===== config.mk =====
export PLATFORM = sky130hd
export DESIGN_NAME = serial_add_sub_flat
export DESIGN_NICKNAME = d
export VERILOG_FILES = /design/src/rtl/serial_add_sub_if.sv /design/src/rtl/serial_add_sub.sv /design/src/flat_wrapper.sv
export SDC_FILE = /design/constraint.sdc
export NUM_CORES = 1
export LEC_CHECK = 0
export BUFFER_PORTS_ARGS = -buffer_cell sky130_fd_sc_hd__clkbuf_2
export CAP_MARGIN = 20
export CORE_MARGIN = 2
export CORE_UTILIZATION = 48
export DETAILED_ROUTE_END_ITERATION = 12
export PLACE_DENSITY = 0.84
export SLEW_MARGIN = 20
export SYNTH_ARGS = -nofsm -noshare
export SYNTH_HDL_FRONTEND = slang
export SYNTH_SLANG_ARGS = --single-unit

===== constraint.sdc =====
create_clock -name clk -period 1.6 [get_ports clk]
set_clock_uncertainty 0.2 [all_clocks]
set_input_delay 0.08 -clock clk [delete_from_list [all_inputs] [get_ports clk]]
set_output_delay 0.08 -clock clk [all_outputs]
set_load 0.02 [all_outputs]

===== src/rtl/serial_add_sub_if.sv =====
// Operand/result bundle for the bit-serial adder/subtractor.
// Carries ovf only when SERIAL_ADD_SUB_OVF_EN is defined.
interface serial_add_sub_if #(
  parameter int WIDTH = 8
);
  logic             start;
  logic             sub;
  logic [WIDTH-1:0] a;
  logic [WIDTH-1:0] b;
  logic             busy;
  logic             done;
  logic [WIDTH-1:0] result;
  logic             cout;
`ifdef SERIAL_ADD_SUB_OVF_EN
  logic             ovf;

  modport master (output start, sub, a, b, input busy, done, result, cout, ovf);
  modport slave  (input start, sub, a, b, output busy, done, result, cout, ovf);
`else
  modport master (output start, sub, a, b, input busy, done, result, cout);
  modport slave  (input start, sub, a, b, output busy, done, result, cout);
`endif
endinterface


===== src/rtl/serial_add_sub.sv =====
// Bit-serial two's-complement adder/subtractor, one bit per clock, LSB first.
// Define SERIAL_ADD_SUB_OVF_EN to add the signed-overflow output ovf.
module serial_add_sub #(
  parameter int WIDTH = 8
) (
  input logic            clk,
  input logic            rst,
  serial_add_sub_if.slave bus
);

  localparam int CW = $clog2(WIDTH);

  typedef enum logic [1:0] {IDLE, RUN, DONE} state_t;

  state_t           state_q, state_d;
  logic [WIDTH-1:0] op_a, op_b, res_q;
  logic [CW-1:0]    cnt;
  logic             carry, sub_q, cout_q;
  logic             sum_bit, carry_next, last, accept;

  assign last       = (cnt == CW'(WIDTH - 1));
  assign accept     = bus.start && (state_q == IDLE || state_q == DONE);
  assign sum_bit    = op_a[0] ^ op_b[0] ^ carry;
  assign carry_next = (op_a[0] & op_b[0]) | (op_a[0] & carry) | (op_b[0] & carry);

  always_ff @(posedge clk or posedge rst) begin
    if (rst) state_q <= IDLE;
    else     state_q <= state_d;
  end

  // DONE behaves like IDLE for a new request, so back-to-back starts lose no cycle
  always_comb begin
    state_d = state_q;
    case (state_q)
      IDLE:    if (bus.start) state_d = RUN;
      RUN:     if (last) state_d = DONE;
      DONE:    state_d = bus.start ? RUN : IDLE;
      default: state_d = IDLE;
    endcase
  end

  // Subtraction is a + ~b + 1, with the +1 supplied as the initial carry
  always_ff @(posedge clk or posedge rst) begin
    if (rst) begin
      op_a   <= '0;
      op_b   <= '0;
      res_q  <= '0;
      cnt    <= '0;
      carry  <= 1'b0;
      sub_q  <= 1'b0;
      cout_q <= 1'b0;
    end else if (accept) begin
      op_a  <= bus.a;
      op_b  <= bus.sub ? ~bus.b : bus.b;
      carry <= bus.sub;
      sub_q <= bus.sub;
      cnt   <= '0;
    end else if (state_q == RUN) begin
      op_a  <= op_a >> 1;
      op_b  <= op_b >> 1;
      res_q <= {sum_bit, res_q[WIDTH-1:1]};
      carry <= carry_next;
      cnt   <= cnt + 1'b1;
      if (last) cout_q <= sub_q ? ~carry_next : carry_next;
    end
  end

`ifdef SERIAL_ADD_SUB_OVF_EN
  logic ovf_q;

  // In the MSB slice the registered carry is the carry into that slice
  always_ff @(posedge clk or posedge rst) begin
    if (rst)                           ovf_q <= 1'b0;
    else if (state_q == RUN && last)   ovf_q <= carry ^ carry_next;
  end

  assign bus.ovf = ovf_q;
`endif

  assign bus.busy   = (state_q == RUN);
  assign bus.done   = (state_q == DONE);
  assign bus.result = res_q;
  assign bus.cout   = cout_q;

endmodule


===== src/flat_wrapper.sv =====
// flat-port wrapper written by rule: the top's interface ports become plain ports
module serial_add_sub_flat 
#(
  parameter int WIDTH = 8
)
  (clk, rst, bus_start, bus_sub, bus_a, bus_b, bus_busy, bus_done, bus_result, bus_cout);
  serial_add_sub_if #(.WIDTH(WIDTH)) bus_i ();
  input logic clk;
  input logic rst;
  input wire logic [$bits(bus_i.start)-1:0] bus_start;
  input wire logic [$bits(bus_i.sub)-1:0] bus_sub;
  input wire logic [$bits(bus_i.a)-1:0] bus_a;
  input wire logic [$bits(bus_i.b)-1:0] bus_b;
  output wire logic [$bits(bus_i.busy)-1:0] bus_busy;
  output wire logic [$bits(bus_i.done)-1:0] bus_done;
  output wire logic [$bits(bus_i.result)-1:0] bus_result;
  output wire logic [$bits(bus_i.cout)-1:0] bus_cout;
  assign bus_i.start = bus_start;
  assign bus_i.sub = bus_sub;
  assign bus_i.a = bus_a;
  assign bus_i.b = bus_b;
  assign bus_busy = bus_i.busy;
  assign bus_done = bus_i.done;
  assign bus_result = bus_i.result;
  assign bus_cout = bus_i.cout;
  serial_add_sub #(.WIDTH(WIDTH)) u_core (.clk(clk), .rst(rst), .bus(bus_i));
endmodule

After elaboration in Yosys (flattened, before gate mapping)
Index checks and enable logic that the tools add are counted.

Bits of input ports: 20. Register bits after elaboration: 32.

Reductions and logical operators: 7. Equality and inequality tests: 5. $add $sub $neg: 1. Bitwise logic cells: 10. Mux-type cells: 14.

Operators with widths (number): 8-bit two-way mux (5); 8-bit inverter (1); 3-bit two-way mux (2); 2-bit one-hot mux with 3 select lines (1); 1-bit two-way mux (4); 2-bit two-way mux (2); 2-bit AND reduction (2); 3-bit by 1-bit adder with 3-bit output (second input constant) (1); 1-bit AND (3); 3-bit equality test (second input constant) (1); 3-bit AND reduction (1); 2-bit by 1-bit equality test with 1-bit output (second input constant) (1); 2-bit equality test (second input constant) (1); 2-bit logical NOT (1); 2-bit by 1-bit != test with 1-bit output (second input constant) (1); 2-bit != test (second input constant) (1); 1-bit inverter (2); 1-bit bitwise OR (2); 2-bit nonzero test (1); 1-bit XOR (2); 1-bit logical AND (1); 1-bit logical OR (1).

Depth between registers and ports, before layout
Word-level depth: 5. Mapped depth: 5. Depth with buffers taken out: 4.

Least setup slack after synthesis
Ideal clock, no wire load.

Path type: reg2reg. From: register u_core.carry. To: register u_core.carry. Cell stages (with the launch flop): 4. Data required time: 1.282 ns. Data arrival time: 1.172 ns. Clock period less this slack: 1.490 ns. Setup slack: 0.110 ns. Path through: dfrtp_1 fa_1 a22o_1 a21o_1.

Word-level cells in the longest chain between the ends: 5. Elaborated cells between the ends (all ways): 6. Those cells by class: 2 x mux; 4 x bitwise.

Ends and longest elaborated chain: start, declared (RTL line serial_add_sub.sv:18) `logic carry, sub_q, cout_q;`; start signal, assigned (RTL line serial_add_sub.sv:55) `carry <= bus.sub;`; start signal, assigned (RTL line serial_add_sub.sv:62) `carry <= carry_next;`; 1-bit AND (RTL line serial_add_sub.sv:24) `assign carry_next = (op_a[0] & op_b[0]) | (op_a[0] & carry) | (op_b[0] & carry);`; 1-bit bitwise OR (RTL line serial_add_sub.sv:24); 1-bit bitwise OR (*) (RTL line serial_add_sub.sv:24); 1-bit two-way mux (*) (RTL line serial_add_sub.sv:58) `end else if (state_q == RUN) begin`; 1-bit two-way mux (*) (RTL line serial_add_sub.sv:52) `end else if (accept) begin`.

Every way passes the cells marked *; elsewhere a longest branch is shown, timed or not. The select of a mux whose other input is x is not followed. A chain may end at the register's enable or synchronous reset.

Final worst setup path
Ends and elaborated chain as after synthesis.

==> impl_metrics.sql <==
INSERT INTO impl_metrics (metric_group, metric, value, unit) VALUES
('critical_path', 'startpoint_type', 'flip-flop', ''),
('yosys', 'mappedNetlistNets', '136', ''),
('global_routing', 'grt_overflow', '0', ''),
('detailed_routing', 'via_count', '1021', ''),
('power', 'clock_power_share', '0.120', ''),
('floorplan', 'start_util', '0.4916', ''),
('clocking', 'clk_root_buffer_cell', 'sky130_fd_sc_hd__clkbuf_4', ''),
('power', 'power.density', '1831', 'nW/um^2'),
('clocking', 'tritoncts', 'built', ''),
('min_path', 'worstHoldPathCells', '2', ''),
('sta', 'fin_tns_setup', '0', 'ns'),
('sta', 'post-route-period-util', '0.9699', ''),
('yosys', 'synth_edf_count', '0', ''),
('critical_path', 'r2r_setup_slack', '0.05', 'ns'),
('power', 'combPwrFrac', '0.462', ''),
('floorplan', 'chipWidth', '59.23', 'um'),
('critical_path', 'worst-r2r-cell-count', '3', ''),
('critical_path', 'crit_path_max_incr_delay', '0.47', 'ns'),
('placement', 'placed_cells_incl_taps', '175', ''),
('layout', 'seqCellArea', '800.8', 'um^2'),
('detailed_routing', 'route.detailed.vias_per_inst', '5.131', ''),
('floorplan', 'die_area', '3508', 'um^2'),
('layout', 'num-nets-final', '189', ''),
('clocking', 'post_cts.repair.setup_buffers', '0', ''),
('sta', 'rsz0062_at_grt', 'false', ''),
('floorplan', 'placeableCoreArea', '2978', 'um^2'),
('power', 'switching_power', '1273', 'uW'),
('sta', 'report.final.setup_viol', '0', ''),
('floorplan', 'core.rowCount', '20', ''),
('clocking', 'worstSkewPairLatency', '0.32', 'ns'),
('min_path', 'min_to', 'u_core.sub_q', ''),
('yosys', 'cells_taking_the_most_area_after_synthesis', 'sky130_fd_sc_hd__dfrtp_1 (55%), sky130_fd_sc_hd__a22o_1 (7.2%), sky130_fd_sc_hd__mux2_1 (6.9%)', ''),
('layout', 'insertedDiodeCount', '0', ''),
('floorplan', 'top_level_i_o_count', '31', ''),
('layout', 'area_of_combinational_cells_with_multiple_inputs', '589.3', 'um^2'),
('clocking', 'cts_htree_levels', '2', ''),
('layout', 'drive_gt1_frac', '0.2771', ''),
('detailed_routing', 'routed_wl', '2674', 'um'),
('sta', 'finalHoldViolCount', '0', ''),
('sta', 'finalHoldWorstSlack', '0.04224', 'ns'),
('power', 'seq_power_share', '0.418', ''),
('clocking', 'cts_num_sinks', '32', ''),
('clocking', 'tritoncts.num_buffers', '5', ''),
('global_routing', 'grt_antenna_before_repair', '0', ''),
('sta', 'tightest_pin_transition', '0.5247', 'ns'),
('job', 'timing.max_cap.violations', '0', ''),
('sta', 'max_freq', '0.6444', 'GHz'),
('yosys', 'synth_area_leader_cell', 'sky130_fd_sc_hd__dfrtp_1', ''),
('layout', 'nFillCells', '233', ''),
('yosys', 'post_synth.cell_area_avg', '12.95', 'um^2'),
('min_path', 'worstHoldPathType', 'input pin to flip-flop', ''),
('global_routing', 'globalRouteTotalUtil', '0.1731', ''),
('clocking', 'clk_pin_slew_worst_paths', '0.09', 'ns'),
('yosys', 'synth_largest_type_area_fraction', '0.5470', ''),
('critical_path', 'cp.required', '1.62', 'ns'),
('critical_path', 'setup.worst_path.class', 'flip-flop to flip-flop', ''),
('critical_path', 'critical_path_peak_fanout', '2', ''),
('critical_path', 'worst-endpoint-arrival', '1.57', 'ns'),
('sta', 'final_period_minus_worst_setup_slack', '1.552', 'ns'),
('critical_path', 'critPathCaptureType', 'flip-flop', ''),
('floorplan', 'die_y', '59.23', 'um'),
('sta', 'slew_viol_final', '0', ''),
('critical_path', 'crit_path_cell_trace', 'fa_1 > a22o_1 > a21o_1', ''),
('critical_path', 'critical-path-slowest-cell', 'sky130_fd_sc_hd__fa_1', ''),
('layout', 'area_grow_syn2layout', '27.18', '%'),
('detailed_routing', 'drc_errors', '0', ''),
('layout', 'post_route_non_filler_standard_cell_count', '199', ''),
('min_path', 'holdCritStartpoint', 'bus_sub', ''),
('status', 'status', 'finished, final reports clean', ''),
('yosys', 'synth_async_sr_flop_share', '1.000', ''),
('global_routing', 'wire_length_of_the_first_global_routing_pass', '4319', 'um');
area by class of cell:
| type | instances | area share |
|---|---|---|
| clock buffers | 6 | 0.02218 |
| repair buffers | 54 | 0.2023 |
| flip-flops and latches | 32 | 0.4301 |
| well taps | 33 | 0.02218 |
| clock inverters | 1 | 0.002688 |
| inverters | 2 | 0.004032 |
| multi-input cells | 71 | 0.3165 |
flip-flops by register name, summed over array words and instances (netlist names):
| name | cells |
|---|---|
| u_core.op_b | 8 |
| u_core.carry | 1 |
| u_core.state_q | 2 |
| u_core.op_a | 8 |
| u_core.bus.cout | 1 |
| u_core.bus.result | 8 |
| u_core.cnt | 3 |
| u_core.sub_q | 1 |
power by group through the flow:
stage	Sequential [uW]	Combinational [uW]	Clock, uW
finish	1420	1580	411
global route	1460	1730	457
CTS	1420	1580	426
detailed placement	1440	1540	0
global placement	1410	1470	0
floorplan	1520	1090	0
cell usage in the layout (no fill, tap or decap), types with 5 or more instances in the layout:
cell type and count:
sky130_fd_sc_hd__a21o_1 9, sky130_fd_sc_hd__a22o_1 12, sky130_fd_sc_hd__buf_4 6, sky130_fd_sc_hd__clkbuf_2 30
sky130_fd_sc_hd__clkbuf_4 5, sky130_fd_sc_hd__dfrtp_1 32, sky130_fd_sc_hd__dlygate4sd3_1 17, sky130_fd_sc_hd__mux2_1 9
sky130_fd_sc_hd__mux2i_1 7, sky130_fd_sc_hd__nand2_1 7, sky130_fd_sc_hd__o21ai_1 7, sky130_fd_sc_hd__xor2_1 8
metal layers:
metal / global-route usage / share of wire
met4: 0.08117 / 0.012
met3: 0.06550 / 0.045
met5: 0 / 0
met2: 0.2669 / 0.49
met1: 0.2147 / 0.45
worst max-delay path, delay by kind of cell (launching register included):
kind | cells | cell delay, ns
fa+ha+maj | 1 | 0.47
compound gates | 2 | 0.38
flops | 1 | 0.41
synth_stat cells (all sizes together), types with 3 or more instances:
cell type and number:
a21o 9, a22o 12, buf 8, dfrtp 32, mux2 10, mux2i 7, nand2 7, nor2b 3
o21ai 7, xor2 8
what timing repair did:
action / 4_1_cts / 5_1_grt
hold buffers: 17 / 0
hold endpoints to repair: 48 / 0
resized for setup: 0 / 1
endpoints found under the setup margin: 0 / 1
kinds of logic (layout without fill, tap and decap cells):
family                   Yosys count  count (layout)  share of synthesized area
buffers and inverters             10              63                    0.05043
adder cells (fa/ha/maj)            3               3                    0.03077
multiplexers                      17              17                     0.1248
AO/OA/AOI/OAI                     30              30                     0.1487
AND/OR/NAND/NOR                   12              12                    0.04445
XOR/XNOR                           9               9                    0.05385
flip-flops                        32              32                     0.5470
per-stage QoR:
| step | worst slack [ns] | power, uW | cell area [um^2] |
|---|---|---|---|
| detailed placement | 0.05440 | 2979 | 1642 |
| CTS | 0.03492 | 3430 | 1858 |
| global route | 0.004930 | 3641 | 1862 |
| floorplan | 0.1104 | 2614 | 1464 |
| finish | 0.04810 | 3410 | 1862 |
| global placement | 0.09640 | 2874 | 1642 |
worst max-delay path by stage:
stage	start	cells after the start	slack (ns)	to
final	u_core.carry	3	0.05	u_core.carry
after global routing	u_core.carry	3	0.005	u_core.carry
after CTS	u_core.state_q[1]	3	0.03	bus_busy
after detailed placement	u_core.carry	3	0.05	u_core.carry
after global placement	u_core.carry	3	0.1	u_core.carry
after floorplan	u_core.carry	3	0.11	u_core.carry
Note: power is estimated with default switching activity, not from simulation.
